File: src/rtl/pipe_semaphore_arbiter.sv
// rtl/pipe_semaphore_arbiter.sv - round-robin key semaphore sharing one pipeline write port
module pipe_semaphore_arbiter #(
  parameter int NUM_REQ   = 4,
  parameter int ADDR_W    = 8,
  parameter int DATA_W    = 8,
  parameter int MAX_BURST = 4,
  parameter int CNT_W     = 8
) (
  input  logic                       clk,
  input  logic                       rst,
  input  logic [NUM_REQ-1:0]         req,
  input  logic [NUM_REQ-1:0]         rel,
  input  logic [NUM_REQ-1:0]         wr_valid,
  input  logic [NUM_REQ*ADDR_W-1:0]  wr_addr,
  input  logic [NUM_REQ*DATA_W-1:0]  wr_data,
  output logic [NUM_REQ-1:0]         gnt,
  output logic [NUM_REQ-1:0]         wr_ready,
  output logic                       pipe_valid,
  output logic [ADDR_W-1:0]          pipe_addr,
  output logic [DATA_W-1:0]          pipe_data,
  output logic [CNT_W-1:0]           count,
  output logic                       busy
);

  localparam int IW = $clog2(NUM_REQ);
  localparam int BW = (MAX_BURST > 0) ? $clog2(MAX_BURST + 1) : 1;

  typedef enum logic [1:0] {IDLE, OWNED, TURN} state_t;

  state_t          state;
  logic [IW-1:0]   rr_ptr;
  logic [IW-1:0]   owner;
  logic [BW-1:0]   beat_cnt;

  logic            pick_found;
  logic [IW-1:0]   pick_idx;
  logic [IW:0]     cand;
  logic [ADDR_W-1:0] sel_addr;
  logic [DATA_W-1:0] sel_data;
  logic            accept;
  logic            burst_done;

  // First requester at or after rr_ptr, wrapping around the ring.
  always_comb begin
    pick_found = 1'b0;
    pick_idx   = '0;
    cand       = '0;
    for (int k = 0; k < NUM_REQ; k++) begin
      cand = {1'b0, rr_ptr} + (IW+1)'(k);
      if (cand >= (IW+1)'(NUM_REQ)) cand = cand - (IW+1)'(NUM_REQ);
      if (!pick_found && req[cand[IW-1:0]]) begin
        pick_found = 1'b1;
        pick_idx   = cand[IW-1:0];
      end
    end
  end

  always_comb begin
    sel_addr = '0;
    sel_data = '0;
    for (int k = 0; k < NUM_REQ; k++) begin
      if (IW'(k) == owner) begin
        sel_addr = wr_addr[k*ADDR_W +: ADDR_W];
        sel_data = wr_data[k*DATA_W +: DATA_W];
      end
    end
  end

  assign wr_ready   = (state == OWNED) ? gnt : '0;
  assign accept     = (state == OWNED) && wr_valid[owner];
  assign burst_done = (MAX_BURST != 0) && ((beat_cnt + BW'(1)) == BW'(MAX_BURST));
  assign busy       = (state != IDLE);

  always_ff @(posedge clk) begin
    if (rst) begin
      state      <= IDLE;
      gnt        <= '0;
      owner      <= '0;
      rr_ptr     <= '0;
      beat_cnt   <= '0;
      pipe_valid <= 1'b0;
      pipe_addr  <= '0;
      pipe_data  <= '0;
      count      <= '0;
    end else begin
      pipe_valid <= 1'b0;
      case (state)
        IDLE: begin
          if (pick_found) begin
            gnt      <= NUM_REQ'(1) << pick_idx;
            owner    <= pick_idx;
            beat_cnt <= '0;
            state    <= OWNED;
          end
        end
        OWNED: begin
          if (accept) begin
            pipe_valid <= 1'b1;
            pipe_addr  <= sel_addr;
            pipe_data  <= sel_data;
            count      <= count + CNT_W'(1);
            beat_cnt   <= beat_cnt + BW'(1);
          end
          // A beat arriving with the release is still taken before the key goes back.
          if (rel[owner] || (accept && burst_done)) begin
            gnt   <= '0;
            state <= TURN;
          end
        end
        TURN: begin
          rr_ptr <= (owner == IW'(NUM_REQ - 1)) ? '0 : owner + IW'(1);
          state  <= IDLE;
        end
        default: begin
          gnt   <= '0;
          state <= IDLE;
        end
      endcase
    end
  end

endmodule

File: config.mk
export PLATFORM = sky130hd
export DESIGN_NAME = pipe_semaphore_arbiter
export DESIGN_NICKNAME = d
export VERILOG_FILES = /design/src/rtl/pipe_semaphore_arbiter.sv
export SDC_FILE = /design/constraint.sdc
export NUM_CORES = 1
export LEC_CHECK = 0
export BUFFER_PORTS_ARGS = -buffer_cell sky130_fd_sc_hd__buf_2
export CORE_ASPECT_RATIO = 0.7
export CORE_MARGIN = 2
export CORE_UTILIZATION = 49
export CTS_CLUSTER_SIZE = 20
export DETAILED_ROUTE_END_ITERATION = 7
export PLACE_DENSITY = 0.85
export SYNTH_ARGS = -nofsm -noshare
export SYNTH_HDL_FRONTEND = slang
export SYNTH_SLANG_ARGS = --single-unit
File: constraint.sdc
create_clock -name clk -period 3.6 [get_ports clk]
set_input_delay 0.9 -clock clk [delete_from_list [all_inputs] [get_ports clk]]
set_output_delay 0.9 -clock clk [all_outputs]
set_load 0.1 [all_outputs]
-- Word level (Yosys, flattened, before mapping)
Index checks and enable logic that the tools add are counted.
- shifts and indexed selects: 1
- muxes and demuxes: 44
- eq/ne operators: 10
- reductions and logical operators: 19
- add/sub/neg operators: 10
- bitwise operators: 2
- magnitude comparators: 9
- operators by type and width (cell ; count):
    $mux 8 ; 8
    $mux 2 ; 11
    $lt 2x3->1 const B ; 5
    $bmux 1 s2 ; 6
    $mux 4 ; 3
    $pmux 4 s3 ; 1
    $mux 1 ; 11
    $ge 3x3->1 const B ; 3
    $add 8x1->8 const B ; 1
    $sub 2x1->2 const B ; 4
    $add 2x2->3 const B ; 2
    $mux 3 ; 2
    $pmux 3 s2 ; 1
    $reduce_and 2->1 ; 3
    $reduce_and 3->1 ; 2
    $logic_and 1x1->1 ; 5
    $eq 2x2->1 const A ; 2
    $eq 2x2->1 const B ; 2
    $logic_not 2->1 ; 2
    $ne 2x2->1 const B ; 2
    $pmux 2 s2 ; 1
    $reduce_bool 2->1 ; 2
    $shl 1x2->4 const A ; 1
    $add 2x1->3 const B ; 1
    other kinds (11) ; 14
- input bits: 78
- output and inout bits: 34
- logic and storage cells: 104
- flip-flop bits (word level): 38

-- Depth between registers and ports, before layout
- depth in word-level cells: 17
- depth in mapped cells: 8

-- Worst setup path after synthesis
No wires, ideal clock.
- path type: register -> output
- start: reg gnt[0]
- end: out wr_ready[0]
- slack: 0.887 ns
- buffers on the path: 0
- cell stages (with the launch flop): 2
- arrival: 1.813 ns
- required time: 2.700 ns
- cells stage by stage: dfxtp_1 -> and2_1
- cells in the longest elaborated chain, start to end: 1
- ends and longest elaborated chain (item ; line ; source):
    start: declaration ; 16 ; output logic [NUM_REQ-1:0] gnt,
    start signal: assignment ; 90 ; gnt <= NUM_REQ'(1) << pick_idx;
    $mux 4 ; 69 ; assign wr_ready = (state == OWNED) ? gnt : '0;
    end: declaration ; 17 ; output logic [NUM_REQ-1:0] wr_ready,
No other way between the ends.

-- Worst setup path in the final report
- start: reg state[0]
- end: out wr_ready[0]
- cells in the longest elaborated chain, start to end: 2
- ends and longest elaborated chain (item ; line ; source):
    start: declaration ; 30 ; state_t state;
    start signal: assignment ; 76 ; state <= IDLE;
    start signal: assignment ; 93 ; state <= OWNED;
    start signal: assignment ; 107 ; state <= TURN;
    $eq 2x1->1 ; 69 ;
    $mux 4 ; 69 ;
No other way between the ends.

==> key figures <==
Floorplan
  • Die Y: 60.7 um
  • Die ar.: 5150 um^2
  • Row cnt: 20
  • Starting Density: 51.3%
  • IO Count: 112
  • Core Area: 4380 um^2
  • Die W: 84.9 um

Placement
  • Pre-CTS worst setup slack: 1030 ps
  • Hpwl dp: 4630 um
  • GP Congestion: 0.805
  • Port Buf Inserts: 111

Run
  • Maxcap violations: 0

Synth
  • EDFF count, synth: 0
  • Syn_area_per_cell: 7.78 um^2
  • Top FF cell, synth: dfxtp_1
  • Register bit total from synthesis: 38
  • Syn_nets: 374
  • Asr flop ratio synth: 0%
  • Seq/Total Area, Yosys: 33.9%
  • Netlist cell types: 41
  • Netlist Area Pre-Place: 2250 um^2
  • Gate Count Post-Synth: 289
  • YS warnings: 0

Clocking
  • Clock tree root buffer cell: clkbuf_8
  • Htree depth: 2
  • Clock slew at reported path FFs: 80 ps
  • Setup bufs post-CTS: 0
  • Worst-case clock buffer depth: 2
  • Sink Count: 38
  • Post-CTS Hold Fix Bufs: 0
  • Total CTS buffers: 5
  • CTS tree: yes
  • Post_cts resized: 0
  • Clock latency on the worst-skew pair: 290 ps

Critical path
  • Logic depth of the worst path, buffers included: 3
  • Worst Path Buf+Inv: 1
  • Worst path top cell family by delay: flip-flops
  • Worst-path cell chain: nor2b_1 -> and2_1 -> buf_2
  • Worst Setup Start Kind: register
  • Worst Reg-to-Reg Cells: 4
  • Critical Path Max Stage Delay: 510 ps
  • Slowest CP cell: dfxtp_1
  • Worst endpoint required time: 2700 ps
  • Crit Path Category: reg -> out
  • Worst Path Max Fanout: 6
  • CP arrival: 1690 ps
  • Critical Path End Type: primary output

Timing
  • Setup TNS Final: 0 ps
  • Slew Limit Fails: 0
  • Final WS setup: 1010 ps
  • Clock skew: 5.21 ps
  • Worst-Margin Slew: 1120 ps
  • Final min period: 2590 ps
  • Fin crit share: 72.0%
  • Hold violation total from the final report: 0
  • Slew headroom: 25.1%
  • Fmax: 386 MHz
  • RSZ-0062 raised after global routing: false
  • Setup violations, final: 0

Detailed routing
  • Residual DRC count: 0
  • Total vias in the final route: 2,399
  • First DRT Iteration DRCs: 88
  • Post-Route WL: 6270 um
  • Drt wl/cell: 14.2 um
  • Routed Antenna Nets: 0
  • Via/cell ratio: 5.42
  • First drt pass iteration count: 4

Pwr
  • VDD IR-drop max: 0.322 mV
  • Power per cell area: 444 nW/um^2
  • Leakage: 1.36 nW

Final layout
  • Reg area: 761 um^2
  • Layout cells sized above 1: 33.2%
  • Synth-to-Final Area Change: 28.4%
  • Layout fillers: 363
  • Layout Nets: 472
  • Antenna cells: 0
  • Multi-input logic area: 1320 um^2

Hold path
  • HP Class: reg -> reg
  • Worst Hold Depth: 2

Global route
  • GRT Util Overall: 24.9%
  • First-pass GRT wire length: 10,100 um
  • Initial antenna violation count: 0
  • GR Overflow Total: 0
  • Number of global-route vias before repair: 2,183
  • Largest net degree at the start of global routing: 34

Run status
  • Status: completed
sequential cells by signal (all words and copies together) (netlist names):
signal      flops
count           8
rr_ptr          2
state           2
pipe_data       8
pipe_addr       8
pipe_valid      1
gnt             4
beat_cnt        3
owner           2
power by group:
| group | switching (mW) | leakage, nW | internal (mW) |
|---|---|---|---|
| registers | 0.0261 | 0.310 | 0.452 |
| clock network | 0.158 | 0.0472 | 0.154 |
| logic | 0.362 | 1.00 | 0.130 |
| total | 0.546 | 1.36 | 0.736 |
layer usage:
layer  global-route usage, %  part of all wire (%)  up-vias
li1                        -                     -     1214
met1                    31.5                    46     1100
met2                    41.6                    47       79
met3                    7.48                   6.9        6
met4                    7.94                   1.0        0
met5                       0                     0        -
cells in the final DEF, fill, tap and decap left out, types with 7 or more instances in the layout:
cell type,instances
inv_1,19
buf_2,111
o21ai_0,18
nor3_1,16
dfxtp_1,38
ha_1,7
nand2_1,23
nor2_1,31
nor2b_1,8
a221oi_1,17
a21oi_1,38
cell usage after synthesis (5+ instances only):
cell type | instances | area [um^2]
clkbuf_1 | 18 | 67.6
nor2b_1 | 8 | 50.1
dfxtp_1 | 38 | 761
a21oi_1 | 38 | 190
nand2_1 | 23 | 86.3
o21ai_0 | 18 | 90.1
and2_1 | 6 | 37.5
ha_1 | 7 | 87.6
nor2_1 | 31 | 116
inv_1 | 19 | 71.3
nand3_1 | 5 | 25.0
xor2_1 | 6 | 52.6
nor3_1 | 16 | 80.1
a221oi_1 | 17 | 149
through the flow:
step	power, mW	hold WS, ps	util (%)	cell area, um^2	std cells
after detailed placement	0.977	462	63.7	2790	435
after CTS	1.28	472	65.9	2890	443
after global placement	0.968	453	63.7	2790	435
after global routing	1.35	504	65.9	2890	443
after floorplan	0.868	448	-	2250	289
final	1.28	472	65.9	2890	443
cells by family (layout without fill, tap and decap cells):
| kind of cell | Yosys count | count (layout) | synth area share [%] |
|---|---|---|---|
| simple gates | 105 | 105 | 22.4 |
| compound gates | 87 | 87 | 26.6 |
| buf+inv | 41 | 140 | 7.46 |
| flops | 38 | 38 | 33.9 |
| fa+ha+maj | 7 | 7 | 3.90 |
| xor+xnor | 7 | 7 | 2.73 |
| mux | 4 | 4 | 3.06 |
area by class of cell:
class	instances	share of cell area [%]
multi-input cells	210	45.7
flip-flops and latches	38	26.4
repair buffers	113	19.8
clock buffers	6	2.86
inverters	19	2.47
well taps	55	2.39
clock inverters	2	0.434
tightest hold or removal path, stage by stage, from the launching register on:
cell	delay, ps
dfxtp_1	310
nand3_1	60
a21oi_1	60
worst paths after layout:
kind,from,endpoint,slack [ps]
min,beat_cnt[2]$_SDFFE_PP0P_,beat_cnt[2]$_SDFFE_PP0P_,470
max,state[0]$_SDFFE_PP0P_,wr_ready[0],1010
max reg2reg,owner[0]$_SDFFE_PP0P_,pipe_addr[2]$_SDFFE_PP0P_,1460
min reg2reg,beat_cnt[2]$_SDFFE_PP0P_,beat_cnt[2]$_SDFFE_PP0P_,470
Power figures use the tool's default switching activity.
